`config.mk`:
```
export PLATFORM = sky130hd
export DESIGN_NAME = gb_timer
export DESIGN_NICKNAME = d
export VERILOG_FILES = /design/src/rtl/gb_timer.sv
export SDC_FILE = /design/constraint.sdc
export NUM_CORES = 1
export LEC_CHECK = 0
export ABC_AREA = 1
export CAP_MARGIN = 0
export CELL_PAD_IN_SITES_DETAIL_PLACEMENT = 1
export CELL_PAD_IN_SITES_GLOBAL_PLACEMENT = 2
export CORE_ASPECT_RATIO = 1.1
export CORE_MARGIN = 4
export CORE_UTILIZATION = 34
export CTS_CLUSTER_SIZE = 28
export DETAILED_ROUTE_END_ITERATION = 8
export PLACE_DENSITY = 0.87
export SYNTH_ARGS = -nofsm -noshare
export SYNTH_HDL_FRONTEND = slang
export SYNTH_SLANG_ARGS = --single-unit
export TNS_END_PERCENT = 5
```
`constraint.sdc`:
```
create_clock -name clk -period 2.5 [get_ports clk]
set_input_delay 0.625 -clock clk [delete_from_list [all_inputs] [get_ports clk]]
set_output_delay 0.625 -clock clk [all_outputs]
set_load 0.02 [all_outputs]
```
`src/rtl/gb_timer.sv`:
```
// DMG timer block: DIV/TIMA/TMA/TAC on a 100 MHz clk with cpu_clk tick detect.
// Define GB_TIMER_RELOAD_DELAY_EN for the 4-tick delayed TIMA reload.
module gb_timer #(
  parameter int SYS_W = 16
) (
  input  logic       clk,
  input  logic       rst_n,
  input  logic       cpu_clk,
  input  logic [1:0] reg_sel,
  input  logic       wr_en,
  input  logic [7:0] wdata,
  output logic [7:0] rdata,
  output logic       tick,
  output logic       irq_timer
);

  logic             cpu_clk_q;
  logic             tick_q;
  logic             irq_q, irq_d;
  logic [SYS_W-1:0] sys_q, sys_d;
  logic [7:0]       tima_q, tima_d;
  logic [7:0]       tma_q, tma_d;
  logic [2:0]       tac_q, tac_d;
  logic             tick_c;
  logic             we_div, we_tima, we_tma, we_tac;
  logic             sig_cur, sig_nxt, fall_c;

`ifdef GB_TIMER_RELOAD_DELAY_EN
  logic [2:0]       rld_q, rld_d;
  logic             rld_ev;
`endif

  function automatic logic timer_sig(
    input logic [2:0]       tac,
    input logic [SYS_W-1:0] cnt
  );
    logic b;
    unique case (tac[1:0])
      2'b00: b = cnt[9];
      2'b01: b = cnt[3];
      2'b10: b = cnt[5];
      2'b11: b = cnt[7];
    endcase
    return tac[2] & b;
  endfunction

  assign tick_c  = cpu_clk & ~cpu_clk_q;
  assign we_div  = wr_en && (reg_sel == 2'd0);
  assign we_tima = wr_en && (reg_sel == 2'd1);
  assign we_tma  = wr_en && (reg_sel == 2'd2);
  assign we_tac  = wr_en && (reg_sel == 2'd3);

  // system counter, TMA and TAC next state; a DIV write beats the tick
  always_comb begin
    sys_d = sys_q;
    if (we_div)
      sys_d = '0;
    else if (tick_c)
      sys_d = sys_q + {{(SYS_W-1){1'b0}}, 1'b1};
    tma_d = we_tma ? wdata : tma_q;
    tac_d = we_tac ? wdata[2:0] : tac_q;
  end

  // falling edge of the gated source bit, across old and new state
  always_comb begin
    sig_cur = timer_sig(tac_q, sys_q);
    sig_nxt = timer_sig(tac_d, sys_d);
    fall_c  = sig_cur & ~sig_nxt;
  end

`ifdef GB_TIMER_RELOAD_DELAY_EN
  // TIMA next state with 4-tick reload window and write cancel
  always_comb begin
    tima_d = tima_q;
    irq_d  = 1'b0;
    rld_d  = rld_q;
    rld_ev = (rld_q == 3'd1) && tick_c;
    if (rld_ev) begin
      tima_d = tma_d;
      irq_d  = 1'b1;
      rld_d  = 3'd0;
    end else if (we_tima) begin
      tima_d = wdata;
      rld_d  = 3'd0;
    end else if (rld_q != 3'd0) begin
      if (tick_c)
        rld_d = rld_q - 3'd1;
    end else if (fall_c) begin
      if (tima_q == 8'hFF) begin
        tima_d = 8'h00;
        rld_d  = 3'd4;
      end else begin
        tima_d = tima_q + 8'd1;
      end
    end
  end
`else
  // TIMA next state with immediate reload on overflow
  always_comb begin
    tima_d = tima_q;
    irq_d  = 1'b0;
    if (we_tima) begin
      tima_d = wdata;
    end else if (fall_c) begin
      if (tima_q == 8'hFF) begin
        tima_d = tma_d;
        irq_d  = 1'b1;
      end else begin
        tima_d = tima_q + 8'd1;
      end
    end
  end
`endif

  // state registers with synchronous reset
  always_ff @(posedge clk) begin
    if (!rst_n) begin
      cpu_clk_q <= 1'b0;
      tick_q    <= 1'b0;
      irq_q     <= 1'b0;
      sys_q     <= '0;
      tima_q    <= 8'h00;
      tma_q     <= 8'h00;
      tac_q     <= 3'd0;
    end else begin
      cpu_clk_q <= cpu_clk;
      tick_q    <= tick_c;
      irq_q     <= irq_d;
      sys_q     <= sys_d;
      tima_q    <= tima_d;
      tma_q     <= tma_d;
      tac_q     <= tac_d;
    end
  end

`ifdef GB_TIMER_RELOAD_DELAY_EN
  // reload window tick counter
  always_ff @(posedge clk) begin
    if (!rst_n)
      rld_q <= 3'd0;
    else
      rld_q <= rld_d;
  end
`endif

  // combinational register read
  always_comb begin
    rdata = 8'h00;
    unique case (reg_sel)
      2'd0: rdata = sys_q[SYS_W-1 -: 8];
      2'd1: rdata = tima_q;
      2'd2: rdata = tma_q;
      2'd3: rdata = {5'b11111, tac_q};
    endcase
  end

  assign tick      = tick_q;
  assign irq_timer = irq_q;

endmodule

```
**Yosys cells after proc, flatten, opt, wreduce, memory -nomap -nowiden**

Cells that the tools add are included.

- Register bits: 38
- Bits of input ports: 14
- Output and inout port bits: 10
- Word-level logic and storage cells: 49

- $add $sub $neg: 2
- Equality and inequality tests: 10
- Mux-type cells: 11
- Bitwise logic cells: 8
- Reductions and logical operators: 10

Operator list:

| cell | number |
|---|---|
| 2-to-1 mux 8 bit | 4 |
| one-hot mux 8 bit (4 select lines) | 1 |
| 2-to-1 mux 10 bit | 2 |
| adder 16 x 1 -> 16 bit, second input constant | 1 |
| equality test 2 bit, second input constant | 6 |
| adder 8 x 1 -> 8 bit, second input constant | 1 |
| equality test 8 bit, second input constant | 1 |
| one-hot mux 1 bit (4 select lines) | 2 |
| equality test 2 x 1 -> 1 bit, second input constant | 3 |
| logical NOT 2 bit | 3 |
| bitwise AND 1 bit | 4 |
| logical AND 1 bit | 4 |
| inverter 1 bit | 4 |
| 2-to-1 mux 3 bit | 1 |
| OR reduction 3 bit | 1 |
| nonzero test 2 bit | 1 |
| OR reduction 2 bit | 1 |
| 2-to-1 mux 1 bit | 1 |

**Logic depth before layout (Yosys ltp)**

Gate-level depths: netlist of run 1.

- Word-level depth: 10
- Gate-level depth with buffers: 13
- Gate-level depth less buffers: 13

**Worst setup path before layout of run 1**

OpenSTA, ideal clock, no wires.

- Path kind: input to output
- From: input reg_sel[0]
- To: output rdata[0]
- Arrival time: 1,503 ps
- Required time: 1,875 ps
- Slack: 372 ps
- Stages: 4
- Path buffers: 1
- Cells stage by stage: buf_4 > nor2_1 > inv_1 > o21ai_0

- Cells in the longest elaborated chain, start to end: 2
- Elaborated cells on any way between the ends: 5
- Those cells by class: eq/ne (3); mux (1); reduce/logical (1)

Ends and longest elaborated chain:

| item | RTL line | source |
|---|---|---|
| from (decl) | 9 | `input logic [1:0] reg_sel,` |
| equality test 2 bit (tied with other cells) | 149 | `unique case (reg_sel)` |
| one-hot mux 8 bit (4 select lines) (*) | 149 |  |
| to (decl) | 12 | `output logic [7:0] rdata,` |

Mark *: on every way between the ends. The rest lies on a longest branch, timed or not.

**Final worst setup path of run 1**

- From: input reg_sel[0]
- To: output rdata[1]

Same word-level chain as after synthesis.

==> results.md, run 1 <==
Yosys:
- The XOR/XNOR share of the synthesized area is 3.22%.
- By area the synthesized netlist is led by dfxtp_1 35%, nand2_1 8.6%, inv_1 6.9%, nor2_1 6.2%, a21oi_1 6.0%.
- The biggest area contributor in the post-synthesis netlist is dfxtp_1.
- The cell count after synthesis is 311.
- After Yosys synthesis, full adders, half adders and majority gates account for 1.15% of the synthesized area.
- Counting every net in the synthesized netlist gives 327.
- The post-synthesis mux area share is 0.920%.
- The mapped netlist covers 2180 um^2.
- The top-area cell type share of the netlist area is 35.0%.
- The largest family of logic cells by synthesized area is simple AND/OR/NAND/NOR gates.
- Of the total synthesized cell area, the portion taken by AND, OR, NAND and NOR gates is 31.6%.
- The compound-gate portion of the synthesized area is 18.6%.
- In this run, synthesis produced a sequential element count of 38.
- After synthesis, the netlist uses 35 different library cells.
- The average size of a mapped cell is 7.00 um^2.
- The proportion of synthesized chip area in sequential cells is 35.0%.
- The number of warnings issued by yosys is 0.

Detailed routing:
- The final wirelength is 6.10 mm.
- The remaining antenna violation count is 0.
- After detailed routing, the number of remaining DRC violations is 0.
- The number of vias in the routed layout is 2,124.
- After the first detailed-routing iteration, the DRC count stood at 60.
- In the final routed layout, each cell accounts on average for 14.1 um.
- The via count normalized by instance count is 4.89.
- The first TritonRoute pass finished after 4 iterations.

Die:
- In this run the core area contains 30 standard-cell rows.
- From left edge to right edge, the die measures 84.3 um.
- The die covers 7740 um^2.
- The placeable core region is 6190 um^2.
- For this configuration, the core starts out at a cell density of 35.1%.
- The number of primary I/O pins is 24.
- In this run the vertical extent of the chip is 91.9 um.

Place:
- After detailed placement, the design holds a cell count of 427.
- Before CTS, the worst setup slack after placement is -609 ps.
- Routability-driven placement finished with a final weighted congestion of 0.814.
- The sum of net half-perimeters after detailed placement is 4.90 mm.
- In this run the cell area measured after placement is 2630 um^2.
- Input and output buffers added on the ports amount to 23.

Clock tree:
- The clock-pin slew on the worst setup and hold paths is 70 ps.
- The maximum buffer depth of the clock tree is 2.
- TritonCTS built the clock tree.
- Clock tree synthesis selected as its root buffer the cell clkbuf_8.
- CTS saw 38 sinks.
- Hold repair after CTS inserted 0 buffers.
- The number of setup buffers added after CTS is 0.
- In this run the number of H-tree levels came out at 2.
- The clock network latency to the later pin of the worst-skew pair is 290 ps.
- Counting the buffers created by CTS gives 5.

Timing:
- On the final layout, the worst hold slack is 413 ps.
- Setup violations remaining at the end of the flow were counted as 0.
- The worst path meets setup with 161 ps of slack.
- Headroom to the max-slew limit came out at 69.4%.
- In the final timing run, aggregate negative setup slack is 0 ps.
- The minimum clock period after layout is 2340 ps.
- The count of final max-slew check failures was 0.
- On the final layout, the worst clock skew is 2.97 ps.
- Setup repair after global routing left no endpoint under its margin.
- The hold violation total from the final report is 0.
- Based on the critical path, the design can be clocked at up to 428 MHz.
- The fraction of the cycle the final worst path needs is 93.5%.
- For the pin with the worst max-slew slack, the measured transition is 458 ps.

GRT:
- The initial antenna violation count is 0.
- The total overflow left after global routing is 0.
- Entering global routing, the biggest net connects 21 pins.
- The global-route wire length before repair is 10.2 mm.
- The number of global-route vias before repair came to 2,206.
- The overall track demand over capacity in global routing is 16.4%.

Worst hold path:
- The min-delay analysis places its worst path in the category flip-flop to flip-flop.

Outcome:
- The flow ran to the end, and the final reports show no timing, DRC or antenna violations.

Setup path:
- The worst setup path is of the primary input to primary output kind.
- The element type at the critical path end is a primary output.
- Setup slack on the worst reg-to-reg path comes out at 440 ps.
- The data arrival time at the worst-slack endpoint is 1710 ps.
- The cell with the biggest individual delay on the critical path is dlygate4sd2_1.
- The required time at the endpoint of the critical path is 1880 ps.
- On the worst path, the slowest cell contributes a delay of 320 ps.
- The startpoint type of the worst setup path is a primary input.
- The largest fanout on the critical path is 8.
- The critical path goes through dlygate4sd2_1, nor2_1, inv_1, o21ai_0, clkbuf_2.

Finish:
- 0 antenna diodes ended up in the layout.
- The layout cell share with drive strength beyond 1 is 16.7%.
- The number of nets at the end of the flow is 370.
- The layout has 788 filler cells.
- In the layout the commonest cells are 50 x nand2_1, 40 x inv_1, 38 x dfxtp_1, 36 x nor2_1, 26 x a21oi_1.
- The library cell used most frequently in the layout, excluding fill and tap cells, is nand2_1.
- Measured on the finished design, the core utilization comes to 43.1%.
- The flip-flop and latch area is 761 um^2.
- Once layout is done, the placed cells without fillers occupy 2670 um^2.
- After the flow finishes, the layout carries non-filler instances totaling 434.
- The footprint of the multi-input gates is 1210 um^2.
- Relative to the synthesized area, the layout overhead comes to 22.6%.

Pwr:
- Dividing total power by cell area gives a power density of 454 nW/um^2.
- The leakage power total is 1.05 nW.
- After layout, the design draws a total of 1.21 mW.
- The peak ir drop on the vdd network is 0.000166 V.

Job:
- The tool flagged a number of max-cap violations equal to 0.
## metal layers
layer / global-route usage (%) / wire [um] / vias to the layer above
met5: 0 / 0 / -
met3: 2.96 / 102 / 7
met2: 29.1 / 3070 / 14
li1: - / - / 1111
met1: 19.9 / 2860 / 992
met4: 5.23 / 76 / 0
## state kept, by name, summed over array words and instances, names as in the netlist
register,count
sys_q,16
tima_q,8
tma_q,8
tac_q,3
cpu_clk_q,1
irq_timer,1
tick,1
## kinds of logic after synthesis
kind of cell / Yosys count
AOI/OAI and AO/OA: 73
adders and majority gates: 2
and+or+nand+nor: 136
muxes: 2
buffers and inverters: 52
xor gates and xnor gates: 8
DFF: 38
## power by group
group          total (mW)  switching [mW]  internal, mW
combinational       0.173           0.101        0.0724
clock               0.408           0.216         0.192
sequential          0.629          0.0108         0.619
## critical path: cells and delay by family
family | cells | cell delay [ps]
AOI/OAI and AO/OA | 1 | 240
buffers and inverters | 3 | 670
and+or+nand+nor | 1 | 160
## final cells by class
type                            count  area share, %
Tap cell                           80           3.75
Multi-Input combinational cell    221           45.5
Sequential cell                    38           28.5
Timing Repair Buffer               43           13.0
Clock buffer                        7           2.86
Inverter                           45           6.33
## worst paths after layout
path,start,endpoint,cells after the start
hold reg to reg,cpu_clk_q,tick,1
setup reg to reg,tima_q[0],tima_q[4],10
hold / removal,cpu_clk_q,tick,1
setup / recovery,reg_sel[0],rdata[1],5
## cells in the mapped netlist, drive strengths merged
| cell | n |
|---|---|
| ha | 2 |
| o21ai | 33 |
| o21bai | 1 |
| nand4 | 6 |
| clkbuf | 4 |
| nor4 | 4 |
| a21oi | 29 |
| o221ai | 3 |
| dfxtp | 38 |
| or2 | 1 |
| nor2 | 42 |
| a21boi | 1 |
| inv | 45 |
| o22ai | 3 |
| nor3b | 2 |
| xor2 | 8 |
| buf | 3 |
| nand2 | 54 |
| o211ai | 2 |
| a221oi | 1 |
| mux2i | 2 |
| nand3 | 22 |
| nor3 | 5 |
## timing repair
item                       CTS  global route
hold endpoints to repair     0             0
setup endpoints to repair   16            16
gates resized for setup     18            19
Note: power is estimated with default switching activity, not from simulation.
==> run 2: changes to the inputs <==
Settings changed: CELL_PAD_IN_SITES_GLOBAL_PLACEMENT 2 to 1, CORE_UTILIZATION 34 to 30, PLACE_DENSITY 0.87 to 0.65, SKIP_CTS_REPAIR_TIMING set to 1.
==> run 2 against run 1 <==
- core utilization decreased by 3.6 points
- design area increased by 4.3%
- critical path type unchanged
- maximum frequency increased by 2.8%
- highest routed layer unchanged
- count of clock-buffer cells in the layout unchanged
- worst hold slack got worse by 1.7 ps
- non-clock buffer count increased by 6
- power increased by 4.1%
- sequential power about the same
- clock power increased by 9.6%
- setup slack improved by 63 ps
- clock skew increased by 5.3 ps
==> results.md, run 2 (synthesis results as in run 1) <==
Outcome:
- The flow ran to the end, and the final reports show no timing, DRC or antenna violations.

Pwr:
- The switching share of power is 26.7% (-0.34 points).
- The fraction of power consumed by sequential logic came to 50.0% (-2.0 points).
- The power share of the clock group is 35.5% (+1.8 points).
- The final total power was 1.26 mW (+4.1%).
- The leakage power total is 1.18 nW (+12%).
- The peak ir drop on the vdd network is 0.000217 V (+31%).
- The proportion of power drawn by combinational gates is 14.6% (+0.3 points).
- The net switching power is 0.337 mW (+2.8%).
- The power per standard cell area was 453 nW/um^2 (-0.20%).
- The internal power component is 0.923 mW (+4.5%).

Detailed routing:
- The final routed wire length divided by cell count is 13.8 um (-1.5%).
- The number of iterations in the first detailed-routing pass is 4 (unchanged).
- The number of vias in the routed layout is 2,155 (+1.5%).
- The final wirelength is 6.18 mm (+1.2%).
- The met2 wire length is 3.00 mm (-2.3%).
- The detailed-route wire length on metal 1 is 2.88 mm (+0.66%).
- The post-route DRC violation count is 0 (unchanged).
- The remaining antenna violation count came to 0 (unchanged).
- The via count normalized by instance count is 4.83 (-1.3%).
- The highest layer touched by signal routing is met4.
- The met3 wire length was 218 um (+110%).
- The DRC marker count from the first detailed-route iteration came to 46 (-23%).

Setup path:
- The stage delay of the slowest cell on the critical path came to 280 ps (-40 ps).
- STA classifies the critical path endpoint as a primary output.
- The destination of the worst register-to-register timing path is tima_q[2].
- The number of cell instances on the worst register-to-register path is 10 (unchanged).
- The combined buffer and inverter count along the critical path was 3 (unchanged).
- Broken down by cell family, the worst path's largest delay share belongs to buffers and inverters.
- The slack of the worst reg-to-reg path is 490 ps (+50 ps).
- The reg-to-reg critical path startpoint is tima_q[0].
- The classification of the worst setup path is primary input to primary output.
- The data arrival time at the worst-slack endpoint came to 1650 ps (-60 ps).
- On the critical path, the stage with the largest delay is an instance of dlymetal6s2s_1.
- The startpoint type of the worst setup path is a primary input.
- The most numerous cell type found on the critical path is dlymetal6s2s_1.
- The largest fanout on the critical path is 7 (-1).
- The required time at the endpoint of the critical path is 1880 ps (about the same).
- Traced cell by cell, the critical path runs through dlymetal6s2s_1, nor2_2, inv_1, o22ai_1, a21oi_1, o21ai_0, dlymetal6s2s_1.

Clock tree:
- TritonCTS built the clock tree.
- The clock network latency to the later pin of the worst-skew pair is 300 ps (about the same).
- The clock tree root driver cell is clkbuf_8.
- The level count of the clock H-tree is 2 (unchanged).
- The clock-pin slew on the worst setup and hold paths is 80 ps (about the same).
- The maximum buffer depth of the clock tree was 2 (unchanged).
- The CTS sink count is 38 (unchanged).
- The CTS buffer count came to 5 (unchanged).

Timing:
- The accumulated negative setup slack is 0 ps (unchanged).
- Setup repair after global routing left no endpoint under its margin.
- The worst hold slack after final layout came to 411 ps (-1.68 ps).
- The remaining max-slew budget at the tightest pin was 71.7% (+2.3 points).
- The number of setup violations in the final report was 0 (unchanged).
- The hold violation total from the final report was 0 (unchanged).
- The transition time at the pin with the least slew margin is 420 ps (-38.9 ps).
- The minimum clock period after layout was 2280 ps (-63.1 ps).
- The count of final max-slew check failures is 0 (unchanged).
- The fraction of the cycle the final worst path needs is 91.0% (-2.5 points).
- The worst-case clock skew came to 8.23 ps (+5.26 ps).
- The achievable frequency is 439 MHz (+2.8%).

GRT:
- The number of global-route vias before repair is 2,315 (+4.9%).
- The overall track demand over capacity in global routing is 15.4% (-1.1 points).
- The global route total overflow is 0 (unchanged).
- The initial antenna violation count is 0 (unchanged).
- The largest net degree at the start of global routing is 21 (unchanged).
- The global-route wire length before repair is 10.6 mm (+3.9%).

Worst hold path:
- The worst hold path cell count is 1 (unchanged).
- The type of the most critical hold path is flip-flop to flip-flop.
- The path with the worst hold slack has its endpoint at tick.
- The hold path startpoint is cpu_clk_q.

Finish:
- The count of fill cells added during filler insertion is 905 (+15%).
- The count of placed standard cells in the final layout, fillers left out was 446 (+2.8%).
- The library cell used most frequently in the layout, excluding fill and tap cells, is nand2_1.
- The total non-filler cell area in the finished layout was 2780 um^2 (+4.3%).
- The largest registers in the layout are sys_q x16, tima_q x8, tma_q x8.
- The flip-flop count of the largest register, all copies and words added was 16 (unchanged).
- The register containing the most flip-flops in the final layout is sys_q.
- The flip-flop and latch area was 761 um^2 (unchanged).
- The number of nets at the end of the flow was 376 (+1.6%).
- The footprint of the multi-input gates is 1220 um^2 (+0.31%).
- Relative to the synthesized area, the layout overhead comes to 27.8%.
- In the layout the commonest cells are 50 x nand2_1, 40 x inv_1, 38 x dfxtp_1, 36 x nor2_1.
- The number of diodes came to 0 (unchanged).
- The layout cell share with drive strength beyond 1 is 16.9% (+0.23 points).

Place:
- The sum of net half-perimeters after detailed placement is 4.94 mm (+0.85%).
- The instance count after placement with tap cells included is 438 (+2.6%).
- The routability-driven placement congestion ratio is 0.780 (-4.1%).
- The total cell area at the placement stage is 2670 um^2 (+1.5%).
- The port buffer count is 23 (unchanged).

Die:
- The initial core utilization is 30.9% (-4.3 points).
- The width of the die is 89.2 um (+5.8%).
- The number of cell rows is 32 (+6.7%).
- The number of primary I/O pins is 24 (unchanged).
- The placeable core region is 7050 um^2 (+14%).
- The height of the die came to 97.3 um (+5.9%).
- The die footprint is 8680 um^2 (+12%).

Job:
- The number of max-cap violations came to 0 (unchanged).
-- run 2: changes by cell type in the layout (fill, tap and decap cells not counted), moves of 2 or more --
cell            delta
clkbuf_2           -6
buf_4              +7
dlymetal6s2s_1     +8
o21ai_1            -2
-- run 2: area by class of cell --
class	count	share of cell area, %
multi-input combinational	221	43.8
sequential	38	27.4
timing repair buffer	49	15.7
inverter	45	6.07
tap	85	3.82
clock buffer	7	3.10
clock inverter	1	0.180
-- run 2: worst max-delay path by stage --
stage                           from       end  slack, ps  depth (start not counted)
after floorplan           reg_sel[0]  rdata[0]        370                          4
after global placement    reg_sel[0]  rdata[2]       -560                          7
after detailed placement  reg_sel[0]  rdata[2]       -600                          7
after CTS                 reg_sel[0]  rdata[2]       -610                          7
after global routing      reg_sel[0]  rdata[4]        150                          5
final                     reg_sel[0]  rdata[0]        220                          7
-- run 2: per-stage QoR --
stage,util (%),setup slack (ps)
after floorplan,-,372
after global placement,37.9,-557
after detailed placement,37.9,-596
after CTS,39.2,-605
after global routing,39.5,148
final,39.5,224
-- run 2: metal layers --
layer	global-route usage, %	up-vias
met3	2.97	5
met2	25.4	23
met1	19.7	999
li1	-	1128
met4	4.93	0
met5	0	-
-- run 2: power by group through the flow --
stage | clock network (mW) | registers [mW] | logic, mW
6_report | 0.447 | 0.629 | 0.184
5_1_grt | 0.497 | 0.631 | 0.205
4_1_cts | 0.471 | 0.629 | 0.188
3_5_place_dp | 0 | 0.643 | 0.187
3_3_place_gp | 0 | 0.643 | 0.184
2_1_floorplan | 0 | 0.641 | 0.0984
-- run 2: worst reg2reg max path: stages, from the launching register on --
cell	delay, ps
dfxtp_1	450
ha_1	240
nand3_2	110
or2_4	280
nor3_4	280
inv_2	120
nor2_1	110
o21ai_1	70
o21ai_1	100
nand2_1	90
a21oi_2	110
